[src/rtl/client_req_queue_pkg.sv]
// ----------------------------------------------------------------------------
// client_q_pkg
// Shared types for the client command queue:
//   - state_e  : issue FSM states (IDLE / REQ / RSP)
//   - cmd_t    : command record {wr, addr, wdata} at the default widths
//   - cmd_bits : packed width of a command record for arbitrary widths
// ----------------------------------------------------------------------------
package client_q_pkg;

  localparam int DEF_ADDR_W = 32;
  localparam int DEF_DATA_W = 32;

  typedef enum logic [1:0] {
    ST_IDLE = 2'd0,
    ST_REQ  = 2'd1,
    ST_RSP  = 2'd2
  } state_e;

  typedef struct packed {
    logic                  wr;
    logic [DEF_ADDR_W-1:0] addr;
    logic [DEF_DATA_W-1:0] wdata;
  } cmd_t;

  function automatic int cmd_bits(input int aw, input int dw);
    return 1 + aw + dw;
  endfunction

endpackage

[src/rtl/client_req_queue_if.sv]
// ----------------------------------------------------------------------------
// client_req_queue_if
// Bundles the three handshakes around the queue:
//   cmd_* : producer -> queue command port (valid/ready)
//   cl_*  : queue <-> client memory-access block (req/done)
//   rsp_* : queue -> consumer response port (valid/ready)
// Modports:
//   slave  : the queue's view (drives cmd_ready, cl_*, rsp_* outputs)
//   master : the environment's view (producer, client and consumer side)
// ----------------------------------------------------------------------------
interface client_req_queue_if
  import client_q_pkg::*;
#(
  parameter int ADDR_W = DEF_ADDR_W,
  parameter int DATA_W = DEF_DATA_W
) ();

  logic              cmd_valid;
  logic              cmd_ready;
  logic              cmd_wr;
  logic [ADDR_W-1:0] cmd_addr;
  logic [DATA_W-1:0] cmd_wdata;

  logic              cl_req;
  logic              cl_wr;
  logic [ADDR_W-1:0] cl_addr;
  logic [DATA_W-1:0] cl_wdata;
  logic              cl_done;
  logic [DATA_W-1:0] cl_rdata;

  logic              rsp_valid;
  logic              rsp_ready;
  logic              rsp_wr;
  logic [ADDR_W-1:0] rsp_addr;
  logic [DATA_W-1:0] rsp_rdata;

  modport slave (
    input  cmd_valid, cmd_wr, cmd_addr, cmd_wdata,
    output cmd_ready,
    output cl_req, cl_wr, cl_addr, cl_wdata,
    input  cl_done, cl_rdata,
    output rsp_valid, rsp_wr, rsp_addr, rsp_rdata,
    input  rsp_ready
  );

  modport master (
    output cmd_valid, cmd_wr, cmd_addr, cmd_wdata,
    input  cmd_ready,
    input  cl_req, cl_wr, cl_addr, cl_wdata,
    output cl_done, cl_rdata,
    input  rsp_valid, rsp_wr, rsp_addr, rsp_rdata,
    output rsp_ready
  );

endinterface

[src/rtl/client_req_queue_sync_fifo.sv]
// ----------------------------------------------------------------------------
// sync_fifo
// Single-clock show-ahead FIFO (head word visible on rdata_o while not empty).
// Ports:
//   clk, rst_n      : clock, asynchronous active-low reset
//   push_i, wdata_i : write strobe and data (ignored when full)
//   pop_i           : remove head word (ignored when empty)
//   rdata_o         : current head word
//   full_o, empty_o : occupancy flags
//   count_o         : registered occupancy, 0..DEPTH
// DEPTH must be a power of two so the pointers wrap without extra logic.
// ----------------------------------------------------------------------------
module sync_fifo #(
  parameter int WIDTH = 8,
  parameter int DEPTH = 4,
  localparam int PTR_W = $clog2(DEPTH),
  localparam int CNT_W = $clog2(DEPTH + 1)
) (
  input  logic             clk,
  input  logic             rst_n,
  input  logic             push_i,
  input  logic [WIDTH-1:0] wdata_i,
  input  logic             pop_i,
  output logic [WIDTH-1:0] rdata_o,
  output logic             full_o,
  output logic             empty_o,
  output logic [CNT_W-1:0] count_o
);

  logic [WIDTH-1:0] mem_q [DEPTH];
  logic [PTR_W-1:0] wptr_q, wptr_d;
  logic [PTR_W-1:0] rptr_q, rptr_d;
  logic [CNT_W-1:0] count_q, count_d;
  logic             do_push, do_pop;

  assign full_o  = (count_q == CNT_W'(DEPTH));
  assign empty_o = (count_q == '0);
  assign count_o = count_q;
  assign rdata_o = mem_q[rptr_q];

  assign do_push = push_i && !full_o;
  assign do_pop  = pop_i && !empty_o;

  always_comb begin
    wptr_d  = do_push ? wptr_q + PTR_W'(1) : wptr_q;
    rptr_d  = do_pop  ? rptr_q + PTR_W'(1) : rptr_q;
    count_d = count_q + CNT_W'(do_push) - CNT_W'(do_pop);
  end

  always_ff @(posedge clk or negedge rst_n) begin
    if (!rst_n) begin
      wptr_q  <= '0;
      rptr_q  <= '0;
      count_q <= '0;
    end else begin
      wptr_q  <= wptr_d;
      rptr_q  <= rptr_d;
      count_q <= count_d;
    end
  end

  // Storage carries no reset; stale words are never visible because the
  // pointers and count are cleared.
  always_ff @(posedge clk) begin
    if (do_push) mem_q[wptr_q] <= wdata_i;
  end

endmodule

[src/rtl/client_req_queue.sv]
// ----------------------------------------------------------------------------
// client_req_queue
// Buffers read/write commands in a DEPTH-entry FIFO and issues them one at a
// time to a downstream client block, returning one in-order response each.
// Ports:
//   clk    : rising-edge clock
//   reset  : asynchronous active-low reset (clears queue and in-flight work)
//   bus    : client_req_queue_if.slave (cmd_*, cl_*, rsp_* handshakes)
//   count  : FIFO occupancy
//   busy   : FIFO non-empty or a command still in flight
// ----------------------------------------------------------------------------
module client_req_queue
  import client_q_pkg::*;
#(
  parameter int DEPTH  = 4,
  parameter int ADDR_W = DEF_ADDR_W,
  parameter int DATA_W = DEF_DATA_W
) (
  input  logic                         clk,
  input  logic                         reset,
  client_req_queue_if.slave            bus,
  output logic [$clog2(DEPTH+1)-1:0]   count,
  output logic                         busy
);

  localparam int CMD_W = cmd_bits(ADDR_W, DATA_W);
  localparam int CNT_W = $clog2(DEPTH + 1);

  typedef struct packed {
    logic              wr;
    logic [ADDR_W-1:0] addr;
    logic [DATA_W-1:0] wdata;
  } qcmd_t;

  qcmd_t             push_cmd;
  qcmd_t             head_cmd;
  logic              fifo_full, fifo_empty;
  logic [CNT_W-1:0]  fifo_count;
  logic              pop;

  state_e            state_q;
  logic              cl_req_q;
  logic              cl_wr_q;
  logic [ADDR_W-1:0] cl_addr_q;
  logic [DATA_W-1:0] cl_wdata_q;
  logic              rsp_valid_q;
  logic              rsp_wr_q;
  logic [ADDR_W-1:0] rsp_addr_q;
  logic [DATA_W-1:0] rsp_rdata_q;

  assign push_cmd = '{wr: bus.cmd_wr, addr: bus.cmd_addr, wdata: bus.cmd_wdata};

  // Pop only when the FSM is free to take the head into the issue registers.
  assign pop = (state_q == ST_IDLE) && !fifo_empty;

  sync_fifo #(
    .WIDTH (CMD_W),
    .DEPTH (DEPTH)
  ) u_fifo (
    .clk     (clk),
    .rst_n   (reset),
    .push_i  (bus.cmd_valid && bus.cmd_ready),
    .wdata_i (push_cmd),
    .pop_i   (pop),
    .rdata_o (head_cmd),
    .full_o  (fifo_full),
    .empty_o (fifo_empty),
    .count_o (fifo_count)
  );

  // Issue / response FSM. cl_done is only honoured in REQ, so a stray pulse
  // while idle or while a response is pending has no effect.
  always_ff @(posedge clk or negedge reset) begin
    if (!reset) begin
      state_q     <= ST_IDLE;
      cl_req_q    <= 1'b0;
      cl_wr_q     <= 1'b0;
      cl_addr_q   <= '0;
      cl_wdata_q  <= '0;
      rsp_valid_q <= 1'b0;
      rsp_wr_q    <= 1'b0;
      rsp_addr_q  <= '0;
      rsp_rdata_q <= '0;
    end else begin
      case (state_q)
        ST_IDLE: begin
          if (!fifo_empty) begin
            cl_req_q   <= 1'b1;
            cl_wr_q    <= head_cmd.wr;
            cl_addr_q  <= head_cmd.addr;
            cl_wdata_q <= head_cmd.wdata;
            state_q    <= ST_REQ;
          end
        end
        ST_REQ: begin
          if (bus.cl_done) begin
            cl_req_q    <= 1'b0;
            rsp_valid_q <= 1'b1;
            rsp_wr_q    <= cl_wr_q;
            rsp_addr_q  <= cl_addr_q;
            rsp_rdata_q <= cl_wr_q ? '0 : bus.cl_rdata;
            state_q     <= ST_RSP;
          end
        end
        ST_RSP: begin
          // Returning through IDLE guarantees cl_req stays low for at least
          // two cycles, giving the client a clean rising edge per command.
          if (bus.rsp_ready) begin
            rsp_valid_q <= 1'b0;
            state_q     <= ST_IDLE;
          end
        end
        default: state_q <= ST_IDLE;
      endcase
    end
  end

  assign bus.cmd_ready = !fifo_full;
  assign bus.cl_req    = cl_req_q;
  assign bus.cl_wr     = cl_wr_q;
  assign bus.cl_addr   = cl_addr_q;
  assign bus.cl_wdata  = cl_wdata_q;
  assign bus.rsp_valid = rsp_valid_q;
  assign bus.rsp_wr    = rsp_wr_q;
  assign bus.rsp_addr  = rsp_addr_q;
  assign bus.rsp_rdata = rsp_rdata_q;

  assign count = fifo_count;
  assign busy  = (fifo_count != '0) || (state_q != ST_IDLE);

endmodule

[src/flat_wrapper.sv]
// flat-port wrapper written by rule: the top's interface ports become plain ports
module client_req_queue_flat import client_q_pkg::*;
#(
  parameter int DEPTH  = 4,
  parameter int ADDR_W = DEF_ADDR_W,
  parameter int DATA_W = DEF_DATA_W
)
  (clk, reset, count, busy, bus_cmd_valid, bus_cmd_wr, bus_cmd_addr, bus_cmd_wdata, bus_cmd_ready, bus_cl_req, bus_cl_wr, bus_cl_addr, bus_cl_wdata, bus_cl_done, bus_cl_rdata, bus_rsp_valid, bus_rsp_wr, bus_rsp_addr, bus_rsp_rdata, bus_rsp_ready);
  client_req_queue_if #(.ADDR_W(ADDR_W), .DATA_W(DATA_W)) bus_i ();
  input  logic clk;
  input  logic reset;
  output logic [$clog2(DEPTH+1)-1:0] count;
  output logic busy;
  input wire logic [$bits(bus_i.cmd_valid)-1:0] bus_cmd_valid;
  input wire logic [$bits(bus_i.cmd_wr)-1:0] bus_cmd_wr;
  input wire logic [$bits(bus_i.cmd_addr)-1:0] bus_cmd_addr;
  input wire logic [$bits(bus_i.cmd_wdata)-1:0] bus_cmd_wdata;
  output wire logic [$bits(bus_i.cmd_ready)-1:0] bus_cmd_ready;
  output wire logic [$bits(bus_i.cl_req)-1:0] bus_cl_req;
  output wire logic [$bits(bus_i.cl_wr)-1:0] bus_cl_wr;
  output wire logic [$bits(bus_i.cl_addr)-1:0] bus_cl_addr;
  output wire logic [$bits(bus_i.cl_wdata)-1:0] bus_cl_wdata;
  input wire logic [$bits(bus_i.cl_done)-1:0] bus_cl_done;
  input wire logic [$bits(bus_i.cl_rdata)-1:0] bus_cl_rdata;
  output wire logic [$bits(bus_i.rsp_valid)-1:0] bus_rsp_valid;
  output wire logic [$bits(bus_i.rsp_wr)-1:0] bus_rsp_wr;
  output wire logic [$bits(bus_i.rsp_addr)-1:0] bus_rsp_addr;
  output wire logic [$bits(bus_i.rsp_rdata)-1:0] bus_rsp_rdata;
  input wire logic [$bits(bus_i.rsp_ready)-1:0] bus_rsp_ready;
  assign bus_i.cmd_valid = bus_cmd_valid;
  assign bus_i.cmd_wr = bus_cmd_wr;
  assign bus_i.cmd_addr = bus_cmd_addr;
  assign bus_i.cmd_wdata = bus_cmd_wdata;
  assign bus_cmd_ready = bus_i.cmd_ready;
  assign bus_cl_req = bus_i.cl_req;
  assign bus_cl_wr = bus_i.cl_wr;
  assign bus_cl_addr = bus_i.cl_addr;
  assign bus_cl_wdata = bus_i.cl_wdata;
  assign bus_i.cl_done = bus_cl_done;
  assign bus_i.cl_rdata = bus_cl_rdata;
  assign bus_rsp_valid = bus_i.rsp_valid;
  assign bus_rsp_wr = bus_i.rsp_wr;
  assign bus_rsp_addr = bus_i.rsp_addr;
  assign bus_rsp_rdata = bus_i.rsp_rdata;
  assign bus_i.rsp_ready = bus_rsp_ready;
  client_req_queue #(.DEPTH(DEPTH), .ADDR_W(ADDR_W), .DATA_W(DATA_W)) u_core (.clk(clk), .reset(reset), .bus(bus_i), .count(count), .busy(busy));
endmodule
[config.mk]
export PLATFORM = sky130hd
export DESIGN_NAME = client_req_queue_flat
export DESIGN_NICKNAME = d
export VERILOG_FILES = /design/src/rtl/client_req_queue_pkg.sv /design/src/rtl/client_req_queue_if.sv /design/src/rtl/client_req_queue_sync_fifo.sv /design/src/rtl/client_req_queue.sv /design/src/flat_wrapper.sv
export SDC_FILE = /design/constraint.sdc
export NUM_CORES = 1
export LEC_CHECK = 0
export CAP_MARGIN = 40
export CORE_UTILIZATION = 53
export CTS_CLUSTER_SIZE = 8
export DETAILED_ROUTE_END_ITERATION = 10
export PLACE_DENSITY = 0.91
export SETUP_SLACK_MARGIN = 0.15
export SYNTH_ARGS = -nofsm -noshare
export SYNTH_HDL_FRONTEND = slang
export SYNTH_SLANG_ARGS = --single-unit
[constraint.sdc]
create_clock -name clk -period 2.99 [get_ports clk]
set_input_delay 0.598 -clock clk [delete_from_list [all_inputs] [get_ports clk]]
set_output_delay 0.598 -clock clk [all_outputs]
set_load 0.05 [all_outputs]
* After elaboration in Yosys (flattened, before gate mapping)
Memories as Yosys holds them, arrays and structs flattened. A register that Yosys moved wholly into a read port is not among the register bits. Cells that the tools add are included.
Storage, ports and cells: flip-flop bits (word level) 76, latch bits 0, memory bits (writable) 260, bits in read-only memories 0, output and inout bits 137, logic and storage cells 53, memories kept 1
Memories:
- u_core.u_fifo.mem_q | words 4, bits a word 65, rd ports 1, clocked after memory_dff 1, wr ports 1, line client_req_queue_sync_fifo.sv:30 | logic [WIDTH-1:0] mem_q [DEPTH];
Cells by class: add/sub/neg operators 4, $mul 0, divide/modulo/power cells 0, $lt $le $gt $ge 0, eq/ne operators 6, shift-type cells 0, muxes and demuxes 13, bitwise logic cells 1, reductions and logical operators 19
Operator list (number):
- $mux 32 | 1
- $reduce_and 3->1 | 3
- $mux 1 | 6
- $mux 2 | 3
- $ne 2x2->1 const B | 3
- $pmux 2 s3 | 1
- $reduce_bool 2->1 | 3
- $add 2x1->2 const B | 2
- $logic_and 1x1->1 | 4
- $pmux 1 s2 | 2
- $reduce_and 2->1 | 2
- $add 3x1->3 | 1
- $eq 3x3->1 const B | 1
- $logic_not 1->1 | 3
- $logic_not 3->1 | 1
- $reduce_bool 3->1 | 1
- $sub 3x1->3 | 1
- $eq 2x1->1 const B | 1
- $eq 2x2->1 const B | 1
- $logic_not 2->1 | 1
- $logic_or 1x1->1 | 1
- $not 1->1 | 1

* Longest topological paths before layout
Gate-level depths: netlist of the first run.
depth after elaboration 6, gate-level depth with buffers 9, mapped depth without buffers 8

* Cells and area by module
A second synthesis of the first run with hierarchy kept.
Second synthesis, totals: cell total of the unflattened synthesis 751, area, all modules 15260.9 um^2
By module, submodules not included:
- sync_fifo | times used 1, cells each 382, area each 9884.5 um^2
- client_req_queue | times used 1, cells each 369, area each 5376.4 um^2

* Least setup slack after synthesis of the first run
OpenSTA, ideal clock, no wires.
kind register to register, start point register u_core.u_fifo.count_q[1] (netlist: u_core.u_fifo.count_o[1]), end point memory u_core.u_fifo.mem_q[0][0] in the netlist's numbering, enable pin, arrival 2.904 ns, path slack -0.344 ns, stages on the path, launching flop included 3, clock period less this slack 3.334 ns, cell sequence dfrtp_1 -> or3b_1 -> and3_1
Between the ends: longest elaborated chain between the ends 6
RTL lines:
- start: declaration | line client_req_queue_sync_fifo.sv:33 | logic [CNT_W-1:0] count_q, count_d;
- start signal: assignment | line client_req_queue_sync_fifo.sv:58 | count_q <= count_d;
- $eq 3x3->1 * | line client_req_queue_sync_fifo.sv:36 | assign full_o = (count_q == CNT_W'(DEPTH));
- $logic_not 1->1 * | line client_req_queue.sv:118 | assign bus.cmd_ready = !fifo_full;
- via bus_cmd_ready | line flat_wrapper.sv:18 | output wire logic [$bits(bus_i.cmd_ready)-1:0] bus_cmd_ready;
- $logic_and 1x1->1 | line client_req_queue.sv:62 | .push_i (bus.cmd_valid && bus.cmd_ready),
- $logic_and 1x1->1 * | line client_req_queue_sync_fifo.sv:41 | assign do_push = push_i && !full_o;
- $mux 1 * | line client_req_queue_sync_fifo.sv:65 | if (do_push) mem_q[wptr_q] <= wdata_i;
- $mux 1 (not written as such) * | line client_req_queue_sync_fifo.sv:65
- end: declaration | line client_req_queue_sync_fifo.sv:30
Mark *: on every way through the listed nets, which the timed path passes. The rest lies on a longest branch.

* Final worst setup path of the first run
start point register u_core.u_fifo.count_q[1] (netlist: u_core.u_fifo.count_o[1]), end point output port busy
Between the ends: longest elaborated chain between the ends 2
RTL lines:
- $reduce_bool 3->1 | line client_req_queue.sv:129 | assign busy = (fifo_count != '0) || (state_q != ST_IDLE);
- $logic_or 1x1->1 | line client_req_queue.sv:129
- end: declaration | line flat_wrapper.sv:13 | output logic busy;
No other way between the ends.

==> impl_results.md, run 1 <==
* Maxcap violations at 0
* Chip Width at 169 µm
* Syn Nets at 845
* WL/cell at 21.6 µm
* Final hold violation count at 8
* Status: finished, violations left
* Die area at 0.0287 mm²
* Worst vdd ir at 0.918 mV
* FP Rows at 60
* Failing checks: negative hold slack
* Setup Buffers After CTS at 0
* Worst setup path class: reg -> out
* Yosys cell types at 24
* Clock tree buffer depth at 3
* Core area at 0.0273 mm²
* Async SR Flop Fraction at 0.352
* EDFF count, synth at 260
* Simple-gate portion of the synthesized area at 0.0280
* Post-Synth XOR/XNOR Area at 0.00353
* Reg2reg path depth at 8
* Adder-cell share of the synthesized area at 0.00555
* CP arrival at 2.18 ns
* IO Pins at 239
* Htree depth at 2
* Slew Viols, Final at 0
* Min-Delay Path Class: in -> async
* Gate count of the mapped netlist at 737
* Vias per cell at 5.38
* Clk_skew at 0.0135 ns
* WHS at -0.00734 ns
* Cts bufs inserted at 56
* Clock tree root driver cell: clkbuf_16
* Reg clk slew, reported paths at 0.05 ns
* Synthesized area per cell at 20.2 µm²
* Starting Density at 0.546
* Layout cells sized above 1 at 0.235
* Final instance area at 0.0194 mm²
* Critical path capture point: busy
* CP Launch Type: register
* Clock sink total at 401
* Tot GR Track Use at 0.220
* DRC viols at 0
* Port Buffer Count at 238
* Largest net degree at the start of global routing at 100
* Seq cells post-synth at 401
* Reg2reg start: u_core.u_fifo.count_o[1]$_DFF_PN0_
* Largest family of logic cells by synthesized area: multiplexers
* Initial antenna violation count at 2
* Most frequent cell after synthesis: edfxtp_1
* Worst skew pair latency at 0.56 ns
* Post-synthesis compound-gate area fraction at 0.0125
* Fin crit share at 0.930
* DP HPWL at 17.9 mm
* Post-route antenna net violation count at 0
* End of the worst register-to-register path: u_core.u_fifo.count_o[2]$_DFF_PN0_
* First-pass GRT wire length at 47.2 mm
* WP data required at 2.39 ns
* Rel. slew slack at 0.612
* Area growth syn-to-layout at 30.4%
* Post-synthesis sequential area ratio at 0.762
* Total power at 23.9 mW
* Via count at 7687
* Most used DFF post-synth: edfxtp_1
* Placed inst area at 0.0178 mm²
* Worst Tran Pin Value at 0.581 ns
* Gr ovfl total at 0
* Reg2Reg Setup Slack at 0.63 ns
* Routability-driven placement congestion ratio at 0.729
* Iter 0 DRT Violations at 396
* Post-Syn Area at 0.0149 mm²
* Worst Setup End Kind: output pin
* Top cell type by total area after synthesis: edfxtp_1
* Number of global-route vias before repair at 8425
* Critical path peak fanout at 5
* Final Core Density at 0.711
* Pwr dens at 1240 mW/mm²
* Final setup fails at 0
* CTS tree: yes
* Top cells by area, synth: edfxtp_1, dfrtp_1, mux4_2, mux2_2, nand2b_1
* Unrepaired setup endpoints after global routing: false
* Leakage at 7.00 nW
* Mux contribution to synthesized area at 0.173
* Clock period minus final worst setup slack at 2.78 ns
* Final setup TNS at 0 ns
* CP startpoint: u_core.u_fifo.count_o[1]$_DFF_PN0_
* Final layout net count at 1119
* Fmax at 360 MHz
* Area share of the leading cell type in the synthesized netlist at 0.525
* Top cells by instance count after synthesis: edfxtp_1, dfrtp_1, mux2_2
* Vert. Die Dim at 169 µm
* Yosys warns at 0
* Final wirelength at 30.8 mm
* TritonRoute pass-1 iters at 4
==> routing by layer <==
layer | global-route usage | share of wire | up-vias
met5 | 0 | 0 | -
met4 | 0.0740 | 0.025 | 0
met3 | 0.0588 | 0.073 | 62
met2 | 0.379 | 0.50 | 296
met1 | 0.270 | 0.40 | 3921
li1 | - | - | 3408
==> what timing repair did <==
item                                   4_1_cts  5_1_grt
hold buffers                                 0        0
endpoints found under the hold margin        0        0
resized for setup                            4        0
setup endpoints to repair                    2        0
==> layout by cell type (no fill, tap or decap) <==
master           instances
dfrtp_1                139
buf_12                   8
nand2b_1                34
clkinv_4                 1
clkdlybuf4s50_1        235
mux4_2                  65
nand3b_1                 1
nand2_4                  1
and2_1                   1
buf_4                    7
and3_4                   4
clkdlybuf4s15_2          1
or3_1                    2
nand3_1                  1
buf_6                    1
dlygate4sd2_1            1
ha_1                     5
clkinv_8                 1
edfxtp_1               260
mux2_2                  99
diode_2                  1
a21oi_1                  1
inv_16                   1
fa_1                     1
inv_1                    5
clkbuf_1                42
nand2_1                 34
dfrtp_4                  2
xnor2_1                  6
o21ai_0                 36
nor2_1                   2
clkbuf_16               56
inv_6                    1
or3b_1                   1
==> layout make-up <==
class	instances	area, µm²
Sequential cell	401	11300
Clock inverter	4	53.8
Inverter	5	18.8
Timing Repair Buffer	253	2600
Fill cell	1594	7870
Clock buffer	98	1560
Antenna cell	1	2.50
Multi-Input combinational cell	294	3340
Tap cell	372	465
==> worst max-delay path, cell delays in order, from the launching register on <==
cell,delay (ns)
dfrtp_1,0.44
or3_1,0.47
or3_1,0.36
clkdlybuf4s15_2,0.36
==> power breakdown <==
| part | internal (mW) | leakage [nW] | switching, mW | total, mW |
|---|---|---|---|---|
| Clock | 3.50 | 0.765 | 2.21 | 5.71 |
| Sequential | 7.70 | 4.07 | 0.969 | 8.67 |
| Combinational | 3.93 | 2.17 | 5.63 | 9.56 |
==> worst min path at each step <==
stage,to,slack [ns],cells after the start
finish,u_core.bus.rsp_addr[10]$_DFFE_PN0P_,-0.007,1
CTS,u_core.bus.rsp_addr[10]$_DFFE_PN0P_,0.01,1
floorplan,u_core.bus.cl_addr[0]$_DFFE_PN0P_,0.30,0
global route,u_core.bus.rsp_addr[10]$_DFFE_PN0P_,0.02,1
global placement,u_core.bus.rsp_rdata[26]$_DFFE_PN0P_,0.46,2
detailed placement,u_core.bus.rsp_rdata[6]$_DFFE_PN0P_,0.47,2
==> stage by stage <==
step,setup slack (ns),cells
after floorplan,0.180,737
after global placement,0.438,1325
after detailed placement,0.400,1325
after CTS,0.177,1427
after global routing,0.170,1427
final,0.209,1428
==> registers in the layout, indices dropped and copies added, names as in the netlist <==
| register | count |
|---|---|
| u_core.u_fifo.rptr_q | 2 |
| u_core.bus.cl_req | 1 |
| u_core.u_fifo.count_o | 3 |
| u_core.bus.cl_addr | 32 |
| u_core.u_fifo.wptr_q | 2 |
| u_core.bus.rsp_rdata | 32 |
| u_core.u_fifo.mem_q | 260 |
| u_core.state_q | 2 |
| u_core.bus.rsp_wr | 1 |
| u_core.bus.cl_wdata | 32 |
| u_core.bus.rsp_valid | 1 |
| u_core.bus.rsp_addr | 32 |
| u_core.bus.cl_wr | 1 |
==> logic make-up after synthesis <==
family / Yosys count
flip-flops: 401
multiplexers: 164
AO/OA/AOI/OAI: 37
buffers and inverters: 42
adder cells (fa/ha/maj): 6
AND/OR/NAND/NOR: 81
XOR/XNOR: 6
(Power assumes the default switching activity.)
==> inputs of run 2 (changes only) <==
--- a/config.mk
+++ b/config.mk
@@ -9,7 +9,7 @@
 export CORE_UTILIZATION = 53
 export CTS_CLUSTER_SIZE = 8
 export DETAILED_ROUTE_END_ITERATION = 10
-export PLACE_DENSITY = 0.91
+export PLACE_DENSITY_LB_ADDON = 0.1
 export SETUP_SLACK_MARGIN = 0.15
 export SYNTH_ARGS = -nofsm -noshare
 export SYNTH_HDL_FRONTEND = slang
==> run 2 against run 1 <==
- critical path type unchanged
- the run now ends clean
- critical endpoint unchanged
- setup slack improved by 0.16 ns
- hold slack improved by 0.48 ns
- largest power group unchanged
- utilization increased by 0.23 points
- sequential share of layout area decreased by 0.19 points
==> impl_results.md, run 2 (synthesis results as in run 1) <==
* Cts bufs inserted at 56 (unchanged)
* Clock tree root driver cell: clkbuf_16
* Worst Setup End Kind: output pin
* Core area at 0.0273 mm² (unchanged)
* Final Core Density at 0.714 (+0.00234)
* Crit-path max cell delay at 0.46 ns (about the same)
* Rel. slew slack at 0.526 (-0.0862)
* Setup Buffers After CTS at 0 (unchanged)
* Htree depth at 2 (unchanged)
* DRC viols at 0 (unchanged)
* Fin crit share at 0.877 (-0.0535)
* Tot GR Track Use at 0.213 (-0.00722)
* FP Rows at 60 (unchanged)
* Critical path peak fanout at 5 (unchanged)
* Post-route antenna net violation count at 0 (unchanged)
* Vias per cell at 5.38 (-0.12%)
* Crit-path cells: or3_1 > or3_1 > clkbuf_2
* Worst vdd ir at 0.698 mV (-24%)
* TritonRoute pass-1 iters at 4 (unchanged)
* Pwr dens at 1230 mW/mm² (-0.32%)
* Fin cells at 1432 (+0.28%)
* Leakage at 7.04 nW (+0.45%)
* WL/cell at 20.8 µm (-3.5%)
* Maxcap violations at 0 (unchanged)
* Min-Delay Path Class: reg -> reg
* CTS tree: yes
* Post-Place Cells at 1328 (+0.23%)
* Clk_skew at 0.0143 ns (+0.000860 ns)
* Routability-driven placement congestion ratio at 0.753 (+3.3%)
* Final hold violation count at 0 (-8)
* Unrepaired setup endpoints after global routing: false
* Fmax at 382 MHz (+6.1%)
* Initial antenna violation count at 4 (+2)
* Via count at 7699 (+0.16%)
* CP Launch Type: register
* Post-place setup slack at 0.413 ns (+0.0140 ns)
* WHS at 0.474 ns (+0.481 ns)
* Crit path buf inv count at 1 (unchanged)
* Worst skew pair latency at 0.55 ns (about the same)
* Reg clk slew, reported paths at 0.05 ns (about the same)
* WL met2 at 15.1 mm (-2.4%)
* Die area at 0.0287 mm² (unchanged)
* Final setup fails at 0 (unchanged)
* Clock period minus final worst setup slack at 2.62 ns (-0.160 ns)
* Clock tree buffer depth at 3 (unchanged)
* Slowest CP cell: or3_1
* Largest net degree at the start of global routing at 66 (-34%)
* WP data required at 2.39 ns (about the same)
* IO Pins at 239 (unchanged)
* Layout cells sized above 1 at 0.237 (+0.00194)
* Reg with most FFs: u_core.u_fifo.mem_q
* Post-Route M1 WL at 12.0 mm (-1.8%)
* First-pass GRT wire length at 46.0 mm (-2.5%)
* DP HPWL at 18.3 mm (+2.3%)
* Iter 0 DRT Violations at 415 (+4.8%)
* Chip Width at 169 µm (unchanged)
* Worst Tran Pin Value at 0.711 ns (+0.129 ns)
* Status: finished clean
* Final layout net count at 1123 (+0.36%)
* Slew Viols, Final at 0 (unchanged)
* Area growth syn-to-layout at 30.8%
* Largest register FFs at 260 (unchanged)
* Gr ovfl total at 0 (unchanged)
* Vert. Die Dim at 169 µm (unchanged)
* Met3 Wirelength at 2.04 mm (-9.9%)
* Port Buffer Count at 238 (unchanged)
* Commonest non-fill, non-tap cell in the layout: edfxtp_1
* Clock sink total at 401 (unchanged)
* Most common cell on crit path: or3_1
* Top Layer Used: met5
* Fillers at 1670 (+4.8%)
* Final wirelength at 29.8 mm (-3.2%)
* Number of global-route vias before repair at 8334 (-1.1%)
* Setup ws final at 0.369 ns (+0.160 ns)
* Final setup TNS at 0 ns (unchanged)
* CP arrival at 2.02 ns (-0.16 ns)
* Commonest non-fill, non-tap cells in the layout: edfxtp_1, clkdlybuf4s50_1, dfrtp_1
* Worst setup path class: reg -> out
* Crit path max-delay family: simple AND/OR/NAND/NOR gates
* Starting Density at 0.546 (unchanged)
==> run 2: changes by cell type in the layout (fill, tap and decap cells not counted) <==
cell	before	now
dlymetal6s2s_1	0	1
buf_4	7	9
clkbuf_2	0	1
clkbuf_16	56	58
dlygate4sd2_1	1	0
clkdlybuf4s15_2	1	0
buf_12	8	9
dlygate4sd3_1	0	1
inv_16	1	0
inv_6	1	0
==> run 2: cell type report <==
| class | count | area [µm²] | area share |
|---|---|---|---|
| sequential | 401 | 11300 | 0.583 |
| tap | 372 | 465 | 0.0239 |
| clock buffer | 100 | 1610 | 0.0827 |
| clock inverter | 2 | 25.0 | 0.00129 |
| timing repair buffer | 257 | 2640 | 0.136 |
| multi-input combinational | 294 | 3340 | 0.172 |
| inverter | 5 | 18.8 | 0.000965 |
| antenna | 1 | 2.50 | 0.000129 |
==> run 2: what timing repair did <==
item                                    in CTS  in global routing
endpoints found under the setup margin       1                  2
cloned                                       0                  0
gates resized for setup                      1                  3
endpoints found under the hold margin       11                  0
hold buffers                                 1                  0
==> run 2: metrics by stage <==
step	total power, mW	area [µm²]
3_5_place_dp	18.4	17800
2_1_floorplan	15.1	14900
6_report	23.9	19400
4_1_cts	24.2	19400
5_1_grt	25.0	19400
3_3_place_gp	18.1	17800
==> run 2: final timing paths <==
check,slack (ns),from,cells past startpoint,end
worst max register to register,0.63,u_core.u_fifo.count_o[1]$_DFF_PN0_,8,u_core.u_fifo.count_o[2]$_DFF_PN0_
worst min register to register,0.47,u_core.bus.cl_req$_DFFE_PN0P_,2,u_core.bus.cl_req$_DFFE_PN0P_
worst min-delay path,0.47,u_core.bus.cl_req$_DFFE_PN0P_,2,u_core.bus.cl_req$_DFFE_PN0P_
max in group asynchronous,1.73,reset,3,u_core.u_fifo.rptr_q[0]$_DFFE_PN0P_
min in group asynchronous,0.57,reset,2,u_core.bus.cl_addr[20]$_DFFE_PN0P_
worst max-delay path,0.37,u_core.u_fifo.count_o[1]$_DFF_PN0_,3,busy
==> run 2: metal layers <==
layer	up-vias	global-route usage
li1	3416	-
met1	3952	0.264
met2	277	0.370
met3	50	0.0567
met4	4	0.0580
met5	-	0
==> run 2: tightest hold or removal path: cells and delay by family (launching register included) <==
family	cells	cell delay (ns)
flops	1	0.33
simple gates	2	0.11
==> run 2: report_power, final <==
group          switching, mW  internal, mW
logic                   5.65          3.96
clock network           2.15          3.58
registers              0.903          7.70
